[config.mk]
export PLATFORM = sky130hd
export DESIGN_NAME = datamem_arbiter
export DESIGN_NICKNAME = d
export VERILOG_FILES = /design/src/rtl/datamem_arbiter.sv
export SDC_FILE = /design/constraint.sdc
export NUM_CORES = 1
export LEC_CHECK = 0
export CORE_MARGIN = 8
export CORE_UTILIZATION = 42
export CTS_BUF_LIST = sky130_fd_sc_hd__clkbuf_2
export DETAILED_ROUTE_END_ITERATION = 10
export HOLD_SLACK_MARGIN = 0.06
export PLACE_DENSITY_LB_ADDON = 0.05
export REMOVE_ABC_BUFFERS = 1
export SLEW_MARGIN = 25
export SYNTH_ARGS = -nofsm -noshare
export SYNTH_HDL_FRONTEND = slang
export SYNTH_SLANG_ARGS = --single-unit
[constraint.sdc]
create_clock -name clk -period 3.9 [get_ports clk]
set_clock_uncertainty 0.05 [all_clocks]
set_input_delay 0.78 -clock clk [delete_from_list [all_inputs] [get_ports clk]]
set_output_delay 0.78 -clock clk [all_outputs]
set_load 0.01 [all_outputs]
[src/rtl/datamem_arbiter.sv]
// Two-port round-robin arbiter and access sequencer for the shared byte-addressed data memory.
// Accept in T, memory access in T+1, response pulse in T+2; ready is low while an access is in flight.
module datamem_arbiter #(
  parameter int ADDR_WIDTH = 32,
  parameter int MEM_BYTES  = 284
) (
  input  logic                  clk,
  input  logic                  rst_n,
  input  logic                  req0_valid,
  input  logic                  req0_we,
  input  logic [1:0]            req0_size,
  input  logic [ADDR_WIDTH-1:0] req0_addr,
  input  logic [31:0]           req0_wdata,
  output logic                  req0_ready,
  output logic                  req0_rvalid,
  output logic [31:0]           req0_rdata,
  output logic                  req0_err,
  input  logic                  req1_valid,
  input  logic                  req1_we,
  input  logic [1:0]            req1_size,
  input  logic [ADDR_WIDTH-1:0] req1_addr,
  input  logic [31:0]           req1_wdata,
  output logic                  req1_ready,
  output logic                  req1_rvalid,
  output logic [31:0]           req1_rdata,
  output logic                  req1_err,
  output logic [ADDR_WIDTH-1:0] mem_addr,
  output logic                  mem_we,
  output logic [3:0]            mem_be,
  output logic [31:0]           mem_wdata,
  input  logic [31:0]           mem_rdata
);

  typedef enum logic [1:0] {IDLE, ACCESS, RESP} state_t;

  localparam logic [ADDR_WIDTH:0] MEM_LIMIT = (ADDR_WIDTH+1)'(MEM_BYTES);

  state_t                state;
  logic                  last_grant;
  logic                  sel_port;
  logic                  lat_we;
  logic [1:0]            lat_size;
  logic [1:0]            lat_off;
  logic                  lat_err;

  logic                  grant0, grant1, accept;
  logic                  cur_we;
  logic [1:0]            cur_size;
  logic [ADDR_WIDTH-1:0] cur_addr;
  logic [31:0]           cur_wdata;
  logic [3:0]            cur_be;
  logic [31:0]           cur_lanes;
  logic [2:0]            bytes_m1;
  logic [ADDR_WIDTH:0]   last_byte;
  logic                  cur_err;
  logic [7:0]            load_byte;
  logic [15:0]           load_half;
  logic [31:0]           load_data;

  // Port 1 wins when alone or when port 0 was the previous grant.
  assign grant1 = req1_valid & (~req0_valid | ~last_grant);
  assign grant0 = req0_valid & ~grant1;
  assign accept = (state == IDLE) & (grant0 | grant1);

  assign req0_ready = rst_n & (state == IDLE) & grant0;
  assign req1_ready = rst_n & (state == IDLE) & grant1;

  always_comb begin
    cur_we    = grant1 ? req1_we    : req0_we;
    cur_size  = grant1 ? req1_size  : req0_size;
    cur_addr  = grant1 ? req1_addr  : req0_addr;
    cur_wdata = grant1 ? req1_wdata : req0_wdata;
    cur_be    = 4'b0000;
    cur_lanes = 32'h0;
    bytes_m1  = 3'd0;
    case (cur_size)
      2'b00: begin
        cur_be    = 4'b1000 >> cur_addr[1:0];
        cur_lanes = {4{cur_wdata[7:0]}};
        bytes_m1  = 3'd0;
      end
      2'b01: begin
        cur_be    = 4'b1100 >> cur_addr[1:0];
        cur_lanes = {2{cur_wdata[15:0]}};
        bytes_m1  = 3'd1;
      end
      2'b10: begin
        cur_be    = 4'b1111;
        cur_lanes = cur_wdata;
        bytes_m1  = 3'd3;
      end
      default: begin
        cur_be    = 4'b0000;
        cur_lanes = 32'h0;
        bytes_m1  = 3'd0;
      end
    endcase
    // One extra bit so an access running past the top of the address space still trips the range check.
    last_byte = {1'b0, cur_addr} + {{(ADDR_WIDTH-2){1'b0}}, bytes_m1};
    cur_err   = (cur_size == 2'b11)
              | ((cur_size == 2'b01) & cur_addr[0])
              | ((cur_size == 2'b10) & (cur_addr[1:0] != 2'b00))
              | (last_byte >= MEM_LIMIT);
  end

  always_comb begin
    case (lat_off)
      2'd0:    load_byte = mem_rdata[31:24];
      2'd1:    load_byte = mem_rdata[23:16];
      2'd2:    load_byte = mem_rdata[15:8];
      default: load_byte = mem_rdata[7:0];
    endcase
    load_half = lat_off[1] ? mem_rdata[15:0] : mem_rdata[31:16];
    load_data = 32'h0;
    if (!lat_we && !lat_err) begin
      case (lat_size)
        2'b00:   load_data = {24'h0, load_byte};
        2'b01:   load_data = {16'h0, load_half};
        2'b10:   load_data = mem_rdata;
        default: load_data = 32'h0;
      endcase
    end
  end

  always_ff @(posedge clk or negedge rst_n) begin
    if (!rst_n) begin
      state       <= IDLE;
      last_grant  <= 1'b1;
      sel_port    <= 1'b0;
      lat_we      <= 1'b0;
      lat_size    <= 2'b00;
      lat_off     <= 2'b00;
      lat_err     <= 1'b0;
      mem_addr    <= '0;
      mem_we      <= 1'b0;
      mem_be      <= 4'b0000;
      mem_wdata   <= 32'h0;
      req0_rvalid <= 1'b0;
      req0_rdata  <= 32'h0;
      req0_err    <= 1'b0;
      req1_rvalid <= 1'b0;
      req1_rdata  <= 32'h0;
      req1_err    <= 1'b0;
    end else begin
      case (state)
        IDLE: begin
          if (accept) begin
            state      <= ACCESS;
            last_grant <= grant1;
            sel_port   <= grant1;
            lat_we     <= cur_we;
            lat_size   <= cur_size;
            lat_off    <= cur_addr[1:0];
            lat_err    <= cur_err;
            mem_addr   <= {cur_addr[ADDR_WIDTH-1:2], 2'b00};
            mem_be     <= cur_be;
            mem_wdata  <= cur_lanes;
            mem_we     <= cur_we & ~cur_err;
          end
        end
        ACCESS: begin
          state       <= RESP;
          mem_addr    <= '0;
          mem_we      <= 1'b0;
          mem_be      <= 4'b0000;
          mem_wdata   <= 32'h0;
          req0_rvalid <= ~sel_port;
          req0_rdata  <= sel_port ? 32'h0 : load_data;
          req0_err    <= ~sel_port & lat_err;
          req1_rvalid <= sel_port;
          req1_rdata  <= sel_port ? load_data : 32'h0;
          req1_err    <= sel_port & lat_err;
        end
        RESP: begin
          state       <= IDLE;
          req0_rvalid <= 1'b0;
          req0_rdata  <= 32'h0;
          req0_err    <= 1'b0;
          req1_rvalid <= 1'b0;
          req1_rdata  <= 32'h0;
          req1_err    <= 1'b0;
        end
        default: state <= IDLE;
      endcase
    end
  end

endmodule

# Yosys cells after proc, flatten, opt, wreduce, memory -nomap -nowiden
# Index checks and enable logic that the tools add are counted.
dict set report classes {
  shift 2
  n_mux 29
  n_lt_le_gt_ge 1
  reduce_logical 12
  bitwise_logic 21
  n_addsub 1
  n_eq_ne 10
}
# op n
set op_table {}
lappend op_table {{case mux 32 bit (2 select lines)} 4}
lappend op_table {{two-way mux 32 bit} 7}
lappend op_table {{case mux 32 bit (3 select lines)} 2}
lappend op_table {{adder 32 x 3 -> 33 bit} 1}
lappend op_table {{greater-or-equal comparator 33 x 9 -> 1 bit (second input constant)} 1}
lappend op_table {{case mux 8 bit (3 select lines)} 1}
lappend op_table {{two-way mux 16 bit} 1}
lappend op_table {{case mux 4 bit (3 select lines)} 1}
lappend op_table {{bitwise AND 1 bit} 11}
lappend op_table {{equality test 2 bit (second input constant)} 5}
lappend op_table {{case mux 1 bit (2 select lines)} 5}
lappend op_table {{equality test 2 x 1 -> 1 bit (second input constant)} 4}
lappend op_table {{zero test 2 bit} 4}
lappend op_table {{case mux 2 bit (2 select lines)} 2}
lappend op_table {{case mux 4 bit (2 select lines)} 1}
lappend op_table {{>> shifter 4 x 2 -> 4 bit (first input constant)} 2}
lappend op_table {{nonzero test 2 bit} 3}
lappend op_table {{NOT 1 bit} 5}
lappend op_table {{OR 1 bit} 5}
lappend op_table {{two-way mux 2 bit} 2}
lappend op_table {{two-way mux 4 bit} 1}
lappend op_table {{AND reduction 2 bit} 2}
lappend op_table {{zero test 1 bit} 2}
lappend op_table {{two-way mux 1 bit} 2}
lappend op_table {{other kinds (2)} 2}
dict set report word_totals {
  elab_cells 93
  in_bits 170
  out_inout_bits 139
  reg_bits 147
}

# Longest topological paths before layout
# Gate-level depths: netlist (run 1).
dict set report logic_depth {
  depth_word 13
  ltp_mapped 16
  depth_no_buf 13
}

# Worst setup path after synthesis (run 1)
# OpenSTA, ideal clock, no wires.
dict set report synth_path {
  path_kind {input-to-reg}
  start {input port req1_valid}
  end {register lat_err}
  n_path_buf 3
  stages 16
  arrival_ps 4128
  setup_ps 137
  setup_slack_ps -415
  required_time_ps 3713
  path_cell_list {a21bo_1 > buf_6 > buf_2 > mux2i_1 > inv_1 > ha_1 > ha_1 > a21oi_1 > nor4_2 > a2bb2o_4 > buf_6 > or4_1 > a21oi_1 > a31oi_1 > nor4_4 > a22oi_1}
}
dict set report synth_between {
  elab_chain_len 7
  elab_cells_between_ends 20
  classes_between {add/sub (1); order compare (1); eq/ne (3); mux (3); bitwise (10); reduce/logical (2)}
}
# element line
set synth_rtl {}
lappend synth_rtl {{start, declared} 18} ;# input logic req1_valid,
lappend synth_rtl {{bitwise AND 1 bit (*)} 61} ;# assign grant1 = req1_valid & (~req0_valid | ~last_grant);
lappend synth_rtl {{two-way mux 2 bit (*)} 70} ;# cur_size = grant1 ? req1_size : req0_size;
lappend synth_rtl {{named net cur_size[1]} 48} ;# logic [1:0] cur_size;
lappend synth_rtl {{equality test 2 bit or equality test 2 x 1 -> 1 bit (tied branches)} {76, 102, 101}}
lappend synth_rtl {{case mux 2 bit (2 select lines) or bitwise AND 1 bit (tied branches)} {76, 101}}
lappend synth_rtl {{adder 32 x 3 -> 33 bit or OR 1 bit (tied branches)} {99, 101}}
lappend synth_rtl {{greater-or-equal comparator 33 x 9 -> 1 bit or OR 1 bit (tied branches)} {103, 102}}
lappend synth_rtl {{OR 1 bit (*)} 103} ;# | (last_byte >= MEM_LIMIT);
lappend synth_rtl {{end signal, assigned} 154} ;# lat_err <= cur_err;
lappend synth_rtl {{end, declared} 44} ;# logic lat_err;
# Mark *: on every way through the listed nets, which the timed path passes. The rest lies on a longest branch.
# A chain may end at the register's enable or synchronous reset.

# Worst setup path after layout (run 1)
dict set report layout_path {
  start {register last_grant}
  end {register mem_we}
}
dict set report layout_between {
  elab_chain_len 13
  elab_cells_between_ends 28
  classes_between {add/sub (1); order compare (1); eq/ne (4); mux (6); bitwise (14); reduce/logical (2)}
}
# element line
set layout_rtl {}
lappend layout_rtl {{start, declared} 39} ;# logic last_grant;
lappend layout_rtl {{start signal, assigned} 149} ;# last_grant <= grant1;
lappend layout_rtl {{NOT 1 bit (*)} 61}
lappend layout_rtl {{OR 1 bit (*)} 61}
lappend layout_rtl {{bitwise AND 1 bit (*)} 61}
lappend layout_rtl {{two-way mux 2 bit} 70}
lappend layout_rtl {{equality test 2 bit or equality test 2 x 1 -> 1 bit (tied branches)} {76, 102, 101}}
lappend layout_rtl {{case mux 2 bit (2 select lines) or bitwise AND 1 bit (tied branches)} {76, 101}}
lappend layout_rtl {{adder 32 x 3 -> 33 bit or OR 1 bit (tied branches)} {99, 101}}
lappend layout_rtl {{greater-or-equal comparator 33 x 9 -> 1 bit or OR 1 bit (tied branches)} {103, 102}}
lappend layout_rtl {{OR 1 bit} 103}
lappend layout_rtl {{NOT 1 bit} 158} ;# mem_we <= cur_we & ~cur_err;
lappend layout_rtl {{bitwise AND 1 bit} 158}
lappend layout_rtl {{two-way mux 1 bit} 147} ;# if (accept) begin
lappend layout_rtl {{case mux 1 bit (2 select lines)} 145} ;# case (state)
lappend layout_rtl {{end signal, assigned} 158}
lappend layout_rtl {{end, declared} 28} ;# output logic mem_we,
# Mark *: on every way between the ends. The rest lies on a longest branch, timed or not. The select of a mux whose other input is x is not followed.

==> impl_metrics.env, run 1 <==
export IMPL_fp_dieH_um=158
export IMPL_cts_buffers=17
export IMPL_cp_arrival_ps=4300
export IMPL_finalMaxSlewViolations=0
export IMPL_synth_top_area_share_pct=42.4
export IMPL_cts_setup_buffers=0
export IMPL_worst_pin_slew_ps=874
export IMPL_grt_pass1_wl_mm=47.3
export IMPL_fp_coreArea_sq_mm=0.0200
export IMPL_grt_overflow=0
export IMPL_cp_end_kind="flip-flop"
export IMPL_critPathMaxStageDelay_ps=630
export IMPL_numClockSinks=145
export IMPL_htreeDepth=4
export IMPL_synthArstFlopShare_pct=100
export IMPL_post_drt_wl_per_cell_um=19.3
export IMPL_worst_path_max_fanout=5
export IMPL_outcome="finished, final reports clean"
export IMPL_power_mw=6.03
export IMPL_ctsRootBufferMaster="clkbuf_2"
export IMPL_timing_fmax_ghz=0.276
export IMPL_clkTransAtPathRegs_ps=290
export IMPL_muxShareOfSynthArea_pct=10.6
export IMPL_clock_tree_buffer_depth=2
export IMPL_setup_viol=0
export IMPL_dp_hpwl_mm=23.7
export IMPL_yosysSeqAreaShare_pct=42.7
export IMPL_grt_pass1_vias=8488
export IMPL_synth_most_common_cell="nand2_1"
export IMPL_synthFlopType="dfrtp_1"
export IMPL_ant_nets=0
export IMPL_power_density_mw_per_mm2=486
export IMPL_path_class="flip-flop to flip-flop"
export IMPL_tritoncts="yes"
export IMPL_final_net_count=1499
export IMPL_slowest_stage="dfstp_2"
export IMPL_syn_area_sq_mm=0.00850
export IMPL_netlist_instances=991
export IMPL_grt_start_max_net_pins=133
export IMPL_power_leakage_nw=5.24
export IMPL_synth_top_family_by_area="simple AND/OR/NAND/NOR gates"
export IMPL_vias=8576
export IMPL_synthTopCellsByCount="241 x nand2_1, 144 x dfrtp_1, 118 x o21ai_0, 78 x inv_1, 64 x mux2i_1"
export IMPL_drc=0
export IMPL_finalSetupTns_ps=0
export IMPL_synth_ff_latch_count=145
export IMPL_synth_warnings=0
export IMPL_hold_violations=0
export IMPL_synth_simple_area_share_pct=19.0
export IMPL_gp_congestion=0.927
export IMPL_post_synth_cell_area_avg_sq_um=8.58
export IMPL_hold_path_class="input pin to async pin"
export IMPL_yosys_area_top_type="dfrtp_1"
export IMPL_crit_path_start_kind="flip-flop"
export IMPL_maxSlewHeadroom_pct=41.6
export IMPL_viasPerCell=5.35
export IMPL_grt_antenna_before_repair=1
export IMPL_drtPass1Iterations=5
export IMPL_postPlaceCellArea_sq_mm=0.0121
export IMPL_rows=52
export IMPL_max_cap_violations=0
export IMPL_critPathTopFamily="adder cells"
export IMPL_crit_buf_inv=1
export IMPL_die_w_um=158
export IMPL_vdd_ir_drop_max_uv=465
export IMPL_required_ps=4570
export IMPL_synth_compound_area_share_pct=18.1
export IMPL_layout_drive_gt1_share_pct=9.54
export IMPL_ios=309
export IMPL_routed_wl_mm=30.9
export IMPL_whs_ps=455
export IMPL_start_util_pct=42.4
export IMPL_synthTopCellsByArea="dfrtp_1 42%, nand2_1 11%, mux2i_1 7.5%"
export IMPL_synth_edf_count=0
export IMPL_period_needed_ps=3630
export IMPL_path_cells="a21bo_2 -> mux2i_1 -> ha_1 -> ha_1 -> fa_1 -> inv_1 -> nand2_1 -> mux2i_1 -> a221o_1 -> o221a_2 -> o21ai_1 -> nor4_4 -> a22o_1"
export IMPL_gr_usage_all_layers_pct=24.3
export IMPL_rsz0062_at_grt="false"
export IMPL_synth_distinct_cells=67
export IMPL_area_delta_synth_final_pct=45.9
export IMPL_insertion_delay_ps=750
export IMPL_period_share_pct=93.0
export IMPL_die_area_sq_mm=0.0250
export IMPL_portBuffers=306
export IMPL_synth_xor_area_share_pct=1.13
export IMPL_final_area_sq_mm=0.0124
export IMPL_synth_adder_area_share_pct=1.71
export IMPL_drt_iter0_markers=547
[layout by cell type, fill, tap and decap left out, drive strengths merged, types with 18 or more instances in the layout]
cell type      synthesis  final
o21ai                120    120
inv                   78     83
nand3                 20     20
nand2                241    241
nand4                 19     19
mux2i                 64     64
o22ai                 35     35
a22o                  28     28
buf                   23     60
clkbuf                36     18
dfrtp                144    144
clkdlybuf4s50          0    305
nor2                  28     28
a21oi                 22     22
[report_power, final]
group	leakage (nW)	total (mW)	internal, mW	switching (mW)
Sequential	1.96	2.10	1.82	0.279
Combinational	3.14	3.00	1.35	1.65
Clock	0.137	0.924	0.306	0.618
[flip-flops by register name, summed over array words and instances, names as in the netlist, 2 cells and up]
signal and flops:
lat_off 2, lat_size 2, mem_addr 30, mem_be 4
mem_wdata 32, req0_rdata 32, req1_rdata 32, state 2
[per-layer routing]
metal | wire length (um) | vias to the layer above | share of wire [%] | track usage, %
met5 | 0 | - | 0 | 0
met1 | 12900 | 4105 | 42 | 30.5
met3 | 2230 | 41 | 7.2 | 6.30
met2 | 15100 | 332 | 49 | 40.9
li1 | - | 4098 | - | -
met4 | 664 | 0 | 2.1 | 6.65
[cells by family (layout without fill, tap and decap cells)]
logic type / Yosys count / in the layout
buffers and inverters: 137 / 476
adder cells (fa/ha/maj): 11 / 11
multiplexers: 79 / 79
AO/OA/AOI/OAI: 249 / 249
flip-flops: 145 / 145
AND/OR/NAND/NOR: 358 / 358
other: 1 / 4
XOR/XNOR: 11 / 11
[final timing paths]
check                        startpoint             to  slack, ps  cells after the start
max                          last_grant         mem_we        270                     13
min                               rst_n    mem_addr[7]        450                      2
max reg2reg                  last_grant         mem_we        270                     13
min reg2reg                mem_addr[22]   mem_addr[22]        460                      2
max in group asynchronous         rst_n  mem_wdata[27]       2400                      3
min in group clk           mem_addr[22]   mem_addr[22]        460                      2
[final cells by class]
type                            count  area (sq um)
Inverter                           78           293
Timing Repair Buffer              366          3540
Antenna cell                        2          5.00
Clock inverter                     14           154
Multi-Input combinational cell    710          4350
Clock buffer                       18          90.1
Tap cell                          270           338
Sequential cell                   145          3630
Fill cell                        1876          7630
[repair_timing]
item                       CTS  global route
setup endpoints to repair    0             2
gates resized for setup      0             3
hold buffers                 1             0
hold endpoints to repair    13             0
[worst register-to-register path: stages (launching register included)]
cell	delay [ps]
dfstp_2	630
a21bo_2	240
mux2i_1	390
ha_1	300
ha_1	220
fa_1	490
inv_1	170
nand2_1	80
mux2i_1	150
a221o_1	160
o221a_2	190
o21ai_1	90
nor4_4	310
a22o_1	160
[per-stage QoR]
stage	setup slack [ps]	std cells	util, %
after floorplan	-1330	933	-
after global placement	-345	1568	60.5
after detailed placement	-464	1568	60.5
after CTS	255	1601	61.8
after global routing	16.9	1603	61.9
final	271	1603	61.9
(Power assumes the default switching activity.)
==> run 2: changes to the inputs <==
CAP_MARGIN = 20   (was not set)
==> results of run 2 <==
Final layout, timing and power as in run 1 (identical DEF).
